File: config.mk
export PLATFORM = sky130hd
export DESIGN_NAME = block_window_loader_flat
export DESIGN_NICKNAME = d
export VERILOG_FILES = /design/src/rtl/block_pkg.sv /design/src/rtl/block_window_loader_if.sv /design/src/rtl/block_slot_window.sv /design/src/rtl/block_window_loader.sv /design/src/flat_wrapper.sv
export SDC_FILE = /design/constraint.sdc
export NUM_CORES = 2
export LEC_CHECK = 0
export ABC_CLOCK_PERIOD_IN_PS = 4000
export BUFFER_PORTS_ARGS = -buffer_cell sky130_fd_sc_hd__buf_2
export CAP_MARGIN = 15
export CORE_ASPECT_RATIO = 0.8
export CORE_MARGIN = 8
export CORE_UTILIZATION = 49
export DETAILED_ROUTE_END_ITERATION = 12
export PLACE_DENSITY = 0.68
export SLEW_MARGIN = 20
export SYNTH_ARGS = -nofsm -noshare
export SYNTH_HDL_FRONTEND = slang
export SYNTH_HIERARCHICAL = 1
export SYNTH_SLANG_ARGS = --single-unit
File: constraint.sdc
create_clock -name clk_in -period 4 [get_ports clk_in]
set_input_delay 1.2 -clock clk_in [delete_from_list [all_inputs] [get_ports clk_in]]
set_output_delay 1.2 -clock clk_in [all_outputs]
set_load 0.05 [all_outputs]
File: src/rtl/block_pkg.sv
// Shared types and sizes for the block window loader.
package block_pkg;

    localparam int unsigned NUM_SLOTS = 12;
    localparam int unsigned TIME_W    = 18;
    localparam int unsigned COORD_W   = 12;
    localparam int unsigned ID_W      = 8;
    localparam int unsigned DIR_W     = 3;

    // Field order matches the beatmap ROM word, MSB first.
    typedef struct packed {
        logic [COORD_W-1:0] x;
        logic [COORD_W-1:0] y;
        logic [TIME_W-1:0]  hit_time;
        logic               color;
        logic [DIR_W-1:0]   direction;
        logic [ID_W-1:0]    id;
    } block_t;

    localparam int unsigned BLOCK_W = $bits(block_t);

    typedef enum logic [2:0] {
        IDLE,
        EVICT,
        FETCH,
        WAIT,
        DONE
    } state_t;

endpackage

File: src/rtl/block_window_loader_if.sv
// Beatmap ROM read bus: the loader drives the address, the ROM returns the word.
interface block_window_loader_if #(
    parameter int unsigned ADDR_W = 10
) ();

    logic [ADDR_W-1:0]             rom_addr_out;
    logic [block_pkg::BLOCK_W-1:0] rom_data_in;

    modport master (output rom_addr_out, input rom_data_in);
    modport slave  (input rom_addr_out, output rom_data_in);

endinterface

File: src/rtl/block_slot_window.sv
// Time-ordered slot array: shift-down eviction, append at fill level, clear on reset.
module block_slot_window #(
    parameter int unsigned NUM_SLOTS = block_pkg::NUM_SLOTS,
    parameter int unsigned CNT_W     = $clog2(NUM_SLOTS + 1)
) (
    input  logic                                 clk_in,
    input  logic                                 rst_in,
    input  logic                                 shift,
    input  logic                                 append,
    input  block_pkg::block_t                    data,
    output block_pkg::block_t [NUM_SLOTS-1:0]    slots,
    output logic [CNT_W-1:0]                     count
);
    import block_pkg::*;

    // Shift and append are never requested in the same cycle by the loader.
    always_ff @(posedge clk_in) begin
        if (!rst_in) begin
            slots <= '0;
            count <= '0;
        end else if (shift) begin
            for (int unsigned i = 0; i + 1 < NUM_SLOTS; i++) begin
                slots[i] <= slots[i+1];
            end
            slots[NUM_SLOTS-1] <= '0;
            count <= count - 1'b1;
        end else if (append) begin
            for (int unsigned i = 0; i < NUM_SLOTS; i++) begin
                if (count == CNT_W'(i)) begin
                    slots[i] <= data;
                end
            end
            count <= count + 1'b1;
        end
    end

endmodule

File: src/rtl/block_window_loader.sv
// Per-frame window scheduler: evicts past blocks, refills from the beatmap ROM,
// then publishes a snapshot of all slots in one cycle.
// Optional statistics outputs are enabled by defining BLOCK_WINDOW_STATS_EN.
module block_window_loader #(
    parameter int unsigned NUM_SLOTS   = block_pkg::NUM_SLOTS,
    parameter int unsigned ADDR_W      = 10,
    parameter int unsigned ROM_LATENCY = 2
) (
    input  logic                                          clk_in,
    input  logic                                          rst_in,
    input  logic                                          frame_start_in,
    input  logic [block_pkg::TIME_W-1:0]                  curr_time_in,
    input  logic [ADDR_W-1:0]                             num_blocks_in,
    block_window_loader_if.master                         rom,
    output logic [block_pkg::TIME_W-1:0]                  curr_time_out,
    output logic [NUM_SLOTS-1:0][block_pkg::COORD_W-1:0]  block_x_out,
    output logic [NUM_SLOTS-1:0][block_pkg::COORD_W-1:0]  block_y_out,
    output logic [NUM_SLOTS-1:0][block_pkg::TIME_W-1:0]   block_time_out,
    output logic [NUM_SLOTS-1:0]                          block_color_out,
    output logic [NUM_SLOTS-1:0][block_pkg::DIR_W-1:0]    block_direction_out,
    output logic [NUM_SLOTS-1:0][block_pkg::ID_W-1:0]     block_ID_out,
    output logic                                          snapshot_valid_out,
    output logic                                          busy_out,
    output logic                                          song_done_out
`ifdef BLOCK_WINDOW_STATS_EN
    ,
    output logic [15:0]                                   missed_frames_out,
    output logic [15:0]                                   evicted_count_out
`endif
);
    import block_pkg::*;

    localparam int unsigned CNT_W  = $clog2(NUM_SLOTS + 1);
    localparam int unsigned WAIT_W = $clog2(ROM_LATENCY + 1);

    state_t                   state;
    logic [TIME_W-1:0]        cur_time;
    logic [ADDR_W-1:0]        next_addr;
    logic [WAIT_W-1:0]        wait_cnt;
    block_t                   fetched;
    block_t [NUM_SLOTS-1:0]   slots;
    logic [CNT_W-1:0]         count;
    logic                     evict_now;
    logic                     wait_done;
    logic                     keep_fetch;
    logic                     drop_fetch;
    logic                     fetch_go;

    // The address is taken straight from next_addr, so the ROM access starts in
    // FETCH and the word is valid after ROM_LATENCY WAIT cycles.
    assign rom.rom_addr_out = next_addr;
    assign fetched          = block_t'(rom.rom_data_in);

    block_slot_window #(
        .NUM_SLOTS (NUM_SLOTS),
        .CNT_W     (CNT_W)
    ) u_window (
        .clk_in (clk_in),
        .rst_in (rst_in),
        .shift  (evict_now),
        .append (keep_fetch),
        .data   (fetched),
        .slots  (slots),
        .count  (count)
    );

    // Window operations decoded from the current state.
    always_comb begin
        evict_now  = (state == EVICT) && (count != '0) && (slots[0].hit_time < cur_time);
        wait_done  = (state == WAIT) && (wait_cnt == WAIT_W'(ROM_LATENCY - 1));
        keep_fetch = wait_done && (fetched.hit_time >= cur_time);
        drop_fetch = wait_done && (fetched.hit_time < cur_time);
        fetch_go   = (count < CNT_W'(NUM_SLOTS)) && (next_addr < num_blocks_in);
    end

    // Frame sequencer with registered status and snapshot outputs.
    always_ff @(posedge clk_in) begin
        if (!rst_in) begin
            state               <= IDLE;
            cur_time            <= '0;
            next_addr           <= '0;
            wait_cnt            <= '0;
            curr_time_out       <= '0;
            block_x_out         <= '0;
            block_y_out         <= '0;
            block_time_out      <= '0;
            block_color_out     <= '0;
            block_direction_out <= '0;
            block_ID_out        <= '0;
            snapshot_valid_out  <= 1'b0;
            busy_out            <= 1'b0;
            song_done_out       <= 1'b0;
        end else begin
            snapshot_valid_out <= 1'b0;
            case (state)
                IDLE: begin
                    if (frame_start_in) begin
                        cur_time <= curr_time_in;
                        busy_out <= 1'b1;
                        state    <= EVICT;
                    end
                end
                EVICT: begin
                    if (!evict_now) begin
                        state <= FETCH;
                    end
                end
                FETCH: begin
                    if (fetch_go) begin
                        wait_cnt <= '0;
                        state    <= WAIT;
                    end else begin
                        state <= DONE;
                    end
                end
                WAIT: begin
                    if (wait_done) begin
                        if (next_addr < num_blocks_in) begin
                            next_addr <= next_addr + 1'b1;
                        end
                        state <= FETCH;
                    end else begin
                        wait_cnt <= wait_cnt + 1'b1;
                    end
                end
                DONE: begin
                    curr_time_out <= cur_time;
                    for (int unsigned i = 0; i < NUM_SLOTS; i++) begin
                        block_x_out[i]         <= slots[i].x;
                        block_y_out[i]         <= slots[i].y;
                        block_time_out[i]      <= slots[i].hit_time;
                        block_color_out[i]     <= slots[i].color;
                        block_direction_out[i] <= slots[i].direction;
                        block_ID_out[i]        <= slots[i].id;
                    end
                    snapshot_valid_out <= 1'b1;
                    busy_out           <= 1'b0;
                    if ((next_addr == num_blocks_in) && (count == '0)) begin
                        song_done_out <= 1'b1;
                    end
                    state <= IDLE;
                end
                default: state <= IDLE;
            endcase
        end
    end

`ifdef BLOCK_WINDOW_STATS_EN
    // Saturating counters for ignored frames and dropped blocks.
    always_ff @(posedge clk_in) begin
        if (!rst_in) begin
            missed_frames_out <= '0;
            evicted_count_out <= '0;
        end else begin
            if (frame_start_in && (state != IDLE) && (missed_frames_out != '1)) begin
                missed_frames_out <= missed_frames_out + 1'b1;
            end
            if ((evict_now || drop_fetch) && (evicted_count_out != '1)) begin
                evicted_count_out <= evicted_count_out + 1'b1;
            end
        end
    end
`endif

endmodule

File: src/flat_wrapper.sv
// flat-port wrapper written by rule: the top's interface ports become plain ports
module block_window_loader_flat import block_pkg::*;
#(
    parameter int unsigned NUM_SLOTS   = block_pkg::NUM_SLOTS,
    parameter int unsigned ADDR_W      = 10,
    parameter int unsigned ROM_LATENCY = 2
)
  (clk_in, rst_in, frame_start_in, curr_time_in, num_blocks_in, curr_time_out, block_x_out, block_y_out, block_time_out, block_color_out, block_direction_out, block_ID_out, snapshot_valid_out, busy_out, song_done_out, rom_rom_addr_out, rom_rom_data_in);
  block_window_loader_if #(.ADDR_W(ADDR_W)) rom_i ();
  input  logic clk_in;
  input  logic rst_in;
  input  logic frame_start_in;
  input  logic [block_pkg::TIME_W-1:0] curr_time_in;
  input  logic [ADDR_W-1:0] num_blocks_in;
  output logic [block_pkg::TIME_W-1:0] curr_time_out;
  output logic [NUM_SLOTS-1:0][block_pkg::COORD_W-1:0] block_x_out;
  output logic [NUM_SLOTS-1:0][block_pkg::COORD_W-1:0] block_y_out;
  output logic [NUM_SLOTS-1:0][block_pkg::TIME_W-1:0] block_time_out;
  output logic [NUM_SLOTS-1:0] block_color_out;
  output logic [NUM_SLOTS-1:0][block_pkg::DIR_W-1:0] block_direction_out;
  output logic [NUM_SLOTS-1:0][block_pkg::ID_W-1:0] block_ID_out;
  output logic snapshot_valid_out;
  output logic busy_out;
  output logic song_done_out;
  output wire logic [$bits(rom_i.rom_addr_out)-1:0] rom_rom_addr_out;
  input wire logic [$bits(rom_i.rom_data_in)-1:0] rom_rom_data_in;
  assign rom_rom_addr_out = rom_i.rom_addr_out;
  assign rom_i.rom_data_in = rom_rom_data_in;
  block_window_loader #(.NUM_SLOTS(NUM_SLOTS), .ADDR_W(ADDR_W), .ROM_LATENCY(ROM_LATENCY)) u_core (.clk_in(clk_in), .rst_in(rst_in), .frame_start_in(frame_start_in), .curr_time_in(curr_time_in), .num_blocks_in(num_blocks_in), .rom(rom_i), .curr_time_out(curr_time_out), .block_x_out(block_x_out), .block_y_out(block_y_out), .block_time_out(block_time_out), .block_color_out(block_color_out), .block_direction_out(block_direction_out), .block_ID_out(block_ID_out), .snapshot_valid_out(snapshot_valid_out), .busy_out(busy_out), .song_done_out(song_done_out));
endmodule
======== Word level (Yosys, flattened, before mapping) ========
Index checks and enable logic that the tools add are counted.
word-level totals
  output and inout port bits .............. 679
  word-level logic and storage cells ...... 241
  flip-flop bits (word level) ............. 1354
  input bits .............................. 85
operators by class
  muxes and demuxes ....................... 26
  magnitude comparators ................... 4
  reduce and logical (&&, ||, !) cells .... 42
  add/sub/neg operators ................... 4
  equal/unequal tests ..................... 22
  bitwise operators ....................... 1
operator list
  cell                   number
  $mux 594               2
  $mux 54                11
  $reduce_and 2->1       15
  $reduce_bool 2->1      14
  $ge 18x18->1           1
  $lt 18x18->1           1
  $eq 4x3->1 const B     4
  $eq 4x4->1 const B     4
  $mux 3                 4
  $pmux 3 s4             1
  $add 10x1->10 const B  1
  $eq 10x10->1           1
  $lt 10x10->1           1
  $reduce_and 3->1       3
  $eq 4x2->1 const B     2
  $mux 4                 2
  $eq 3x2->1 const B     2
  $logic_and 1x1->1      6
  $ne 2x2->1 const B     3
  $add 4x1->4 const B    1
  $eq 4x1->1 const B     1
  $logic_not 4->1        1
  $lt 4x4->1 const B     1
  $mux 2                 2
  other kinds (13)       15

======== Longest topological paths before layout ========
  word-level depth ........................ 5
  gate-level depth with buffers ........... 14
  gate-level depth less buffers ........... 10

======== Hierarchy ========
The synthesis kept the hierarchy.
modules (own cells, without submodules)
  module               cells each  seq. area each (um^2)  instances  area an instance (um^2)
  block_slot_window    2982        13052.5                1          27893.0
  block_window_loader  3217        14053.5                1          25202.9

======== Worst setup path before layout ========
Ideal clock, no wire load.
  kind .................................... input to register
  from .................................... in rom_rom_data_in[24]
  to ...................................... reg, netlist name u_core/u_window/slots[581]
  library setup time ...................... 133 ps
  slack ................................... 622 ps
  data arrival time ....................... 3246 ps
  cell stages on the path ................. 13
  required time ........................... 3867 ps
  buffers on the path ..................... 4
  cell sequence ........................... ha_1 -> a21oi_1 -> a21oi_1 -> o31a_1 -> o21ai_0 -> a31oi_1 -> buf_2 -> buf_2 -> nand4b_1 -> buf_2 -> buf_4 -> mux2i_1 -> a21oi_1
between the ends
  cells in the longest elaborated chain, start to end .. 4
ends and longest elaborated chain
  element                      RTL line                   text
  from (decl)                  flat_wrapper.sv:26         input wire logic [$bits(rom_i.rom_data_in)-1:0] rom_rom_data_in;
  $ge 18x18->1                 block_window_loader.sv:71  keep_fetch = wait_done && (fetched.hit_time >= cur_time);
  $logic_and 1x1->1            block_window_loader.sv:71
  named net u_core.keep_fetch  block_window_loader.sv:45  logic keep_fetch;
  $reduce_bool 2->1 (no line)  n/a
  $reduce_and 2->1 (no line)   n/a
The timed path passes the listed nets, and every way through them passes these cells.
A chain may end at the register's enable or synchronous reset.

======== Final worst setup path ========
  from .................................... reg u_core.cur_time[9]
  to ...................................... reg, netlist name u_core/u_window/slots[350]
between the ends
  cells in the longest elaborated chain, start to end .. 4
  elaborated cells on any way between the ends .. 8
  classes of those cells .................. 2 x order compare; 1 x mux; 5 x reduce/logical
ends and longest elaborated chain
  element                      RTL line                   text
  from (decl)                  block_window_loader.sv:37  logic [TIME_W-1:0] cur_time;
  from (signal assigned)       block_window_loader.sv:98  cur_time <= curr_time_in;
  $lt 18x18->1 (*)             block_window_loader.sv:69  evict_now = (state == EVICT) && (count != '0) && (slots[0].hit_time < cur_time);
  $logic_and 1x1->1 (*)        block_window_loader.sv:69
  named net u_core.evict_now   block_window_loader.sv:43  logic evict_now;
  $reduce_bool 2->1 (no line)  n/a
  $reduce_and 2->1 (no line)   n/a
Mark *: on every way through the listed nets, which the timed path passes. The rest lies on a longest branch.

==> metrics <==
outcome completed; Worst slew margin 21.9%; CP max stage delay 0.56 ns; main area contributors after synthesis dfxtp_1 (51%), a21oi_1 (12%), mux2i_1 (11%), nand2_1 (11%), o21ai_0 (5.2%); clock slew at reported path FFs 0.06 ns; Sequential Power Share 49.5%; most frequent cell after synthesis nand2_1; Internal Power 21.3 mW; minimum hold slack 0.448 ns; DRC violations left 0; Avg Cell Area, Syn 8.57 sq um; cells after synthesis 6199; crit start category register; clock power share 46.0%; Synth cell types 55; # IOs 764; Setup-failing EPs final 0; Synth Net Count 6335; RSZ-0062 raised after global routing false; dpl hpwl 123000 um; vias per cell 5.63; most frequent cells after synthesis nand2_1 (1498), dfxtp_1 (1354), a21oi_1 (1305), mux2i_1 (596), o21ai_0 (551); drt total wl 181000 um; Slowest cell on crit path o21ai_0; Logic pwr share 4.5%; CP Data Required Time 4.62 ns; Initial Util 49.2%; Async SR Flop Fraction 0%; GP Congestion 0.884; fin crit share 86.4%; number of gates resized after CTS 0; Hold Path Class register to register; Net Sw Power 6.43 mW; count of state elements after synthesis 1354; fmax 289 MHz; # clock sinks 1354; CTS Buf Count 134; Syn. warnings 6; GRT Residual Overflow 0; vias after detailed routing 46043; Clock Skew 0.0232 ns; max-cap violations 0; critical-path maximum fanout 91; Synth area leader dfxtp_1; CORE AREA 0.108 sq mm; Tmin final 3.46 ns; Synth top area share 51.1%; first-pass GRT wire length 267000 um; Pre-Repair DR Iteration Count 6; EDFF count, synth 0; initial antenna violation count 4; layout cells sized above 1 17.0%; CTS Hold Bufs 0; Buffers on Ports 763; largest net degree at the start of global routing 148; Worst-Margin Slew 1.17 ns; Pleak 25.7 nW; CTS HTree Levels 4; CP top delay family compound AO/OA/AOI/OAI gates; Routed Antenna Nets 0; postcts setup bufs 0; CP endpoint kind register; pwr/cell area 446 mW/mm^2; WL per Instance 22.1 um; setup TNS 0 ns; CTS tree built; Area growth syn-to-layout 17.2%; Mapped Area 0.0531 sq mm; clk root buf clkbuf_16; CP Data Arrival Time 4.07 ns; Top FF cell, synth dfxtp_1; Chip Width 384 um; worst path cell trace inv_1 -> ha_1 -> a21oi_1 -> o21ai_0 -> a31o_2 -> o21ai_0 -> and3_4 -> inv_8 -> buf_12 -> o21ai_0 -> a21oi_1; switch share 23.2%; Die Ht 310 um; nets 6775; max-slew violations 0; cell mode on critical path o21ai_0; CP Buf/Inv Count 3; Seq/Total Area, Yosys 51.1%; Global Route Usage Sum 28.7%; # fillers 9828; insertion delay to the later sink of the worst-skew pair 0.75 ns; Worst Path Class, Setup register to register; First DRT Iteration DRCs 4540; Max clock buf depth 3; Final Hold Viols 0; Peak VDD IR 353 uV; die area 0.119 sq mm; vias in the first global route 43156; # rows 108
## metal layers
metal  GRT usage (%)  part of all wire [%]  vias up
met5               0                 0.013        -
met4            11.7                   3.7        4
met3            6.81                   8.5      318
met2            44.9                    45     1707
met1            38.2                    43    21975
li1                -                     -    22039
## sequential cells by signal (all words and copies together), names as in the netlist, 18 cells and up
name,flops
u_core/block_x_out,144
u_core/u_window/slots,648
u_core/block_time_out,216
u_core/curr_time_out,18
u_core/block_y_out,144
u_core/block_ID_out,96
u_core/block_direction_out,36
u_core/cur_time,18
## power groups by stage
stage               sequential [mW]  clock (mW)  combinational (mW)
floorplan                      14.0           0               0.801
global placement               14.0           0                1.21
detailed placement             14.0           0                1.23
CTS                            13.7        12.9                1.23
global route                   13.7        13.5                1.36
finish                         13.7        12.7                1.26
## cells by family (layout without fill, tap and decap cells)
| group | count (synthesis) | after routing | share of synthesized area (%) |
|---|---|---|---|
| compound gates | 1947 | 1947 | 19.3 |
| xor+xnor | 3 | 3 | 0.0495 |
| fa+ha+maj | 51 | 51 | 1.20 |
| buf+inv | 617 | 1157 | 5.06 |
| flops | 1354 | 1354 | 51.1 |
| mux | 596 | 596 | 11.2 |
| other cells | 0 | 2 | 0 |
| simple gates | 1631 | 1631 | 12.1 |
## through the flow
| step | instances | setup WS, ns | cell area (sq um) | utilization (%) | power (mW) |
|---|---|---|---|---|---|
| after global routing | 8169 | 0.444 | 62200 | 57.6 | 28.5 |
| after floorplan | 6199 | 0.622 | 53100 | - | 14.8 |
| after global placement | 7933 | -0.0375 | 57800 | 53.6 | 15.2 |
| final | 8171 | 0.543 | 62200 | 57.6 | 27.7 |
| after detailed placement | 7933 | -0.0654 | 57800 | 53.6 | 15.2 |
| after CTS | 8169 | 0.679 | 62200 | 57.6 | 27.9 |
## layout by cell type (no fill, tap or decap), types with 7 or more instances in the layout
cell type / instances
nor2_1: 18
bufinv_16: 7
nand4b_1: 8
clkbuf_16: 139
clkinv_2: 14
inv_6: 9
clkbuf_8: 25
inv_1: 41
buf_4: 58
nand2_1: 1496
mux2i_1: 596
dfxtp_1: 1354
clkbuf_1: 36
ha_1: 51
nor3_1: 57
nand3_1: 7
buf_12: 56
o21ai_0: 551
a211oi_1: 8
a211oi_2: 50
buf_2: 762
nand4_1: 7
a21oi_1: 1305
## path summary, 6_finish.rpt
kind | to | slack [ns] | depth (start not counted) | from
setup / recovery | u_core/u_window/slots[350] | 0.54 | 11 | u_core/cur_time[9]
hold / removal | u_core/block_time_out[56] | 0.45 | 2 | u_core/block_time_out[56]
setup reg to reg | u_core/u_window/slots[350] | 0.54 | 11 | u_core/cur_time[9]
hold reg to reg | u_core/block_time_out[56] | 0.45 | 2 | u_core/block_time_out[56]
## worst min-delay path, cell delays in order (launching register included)
cell and delay (ns):
dfxtp_1 0.30, nand2_1 0.05, a21oi_1 0.05
## cell type report
class                           instances  area [sq um]  share of cell area (%)
Multi-Input combinational cell       4228         23400                    37.6
Tap cell                             1430          1790                    2.88
Timing Repair Buffer                  877          5390                    8.65
Clock inverter                         36           428                   0.688
Sequential cell                      1354         27100                    43.6
Antenna cell                            2          5.00                 0.00804
Clock buffer                          200          3960                    6.36
Inverter                               44           183                   0.294
Note: power is estimated with default switching activity, not from simulation.
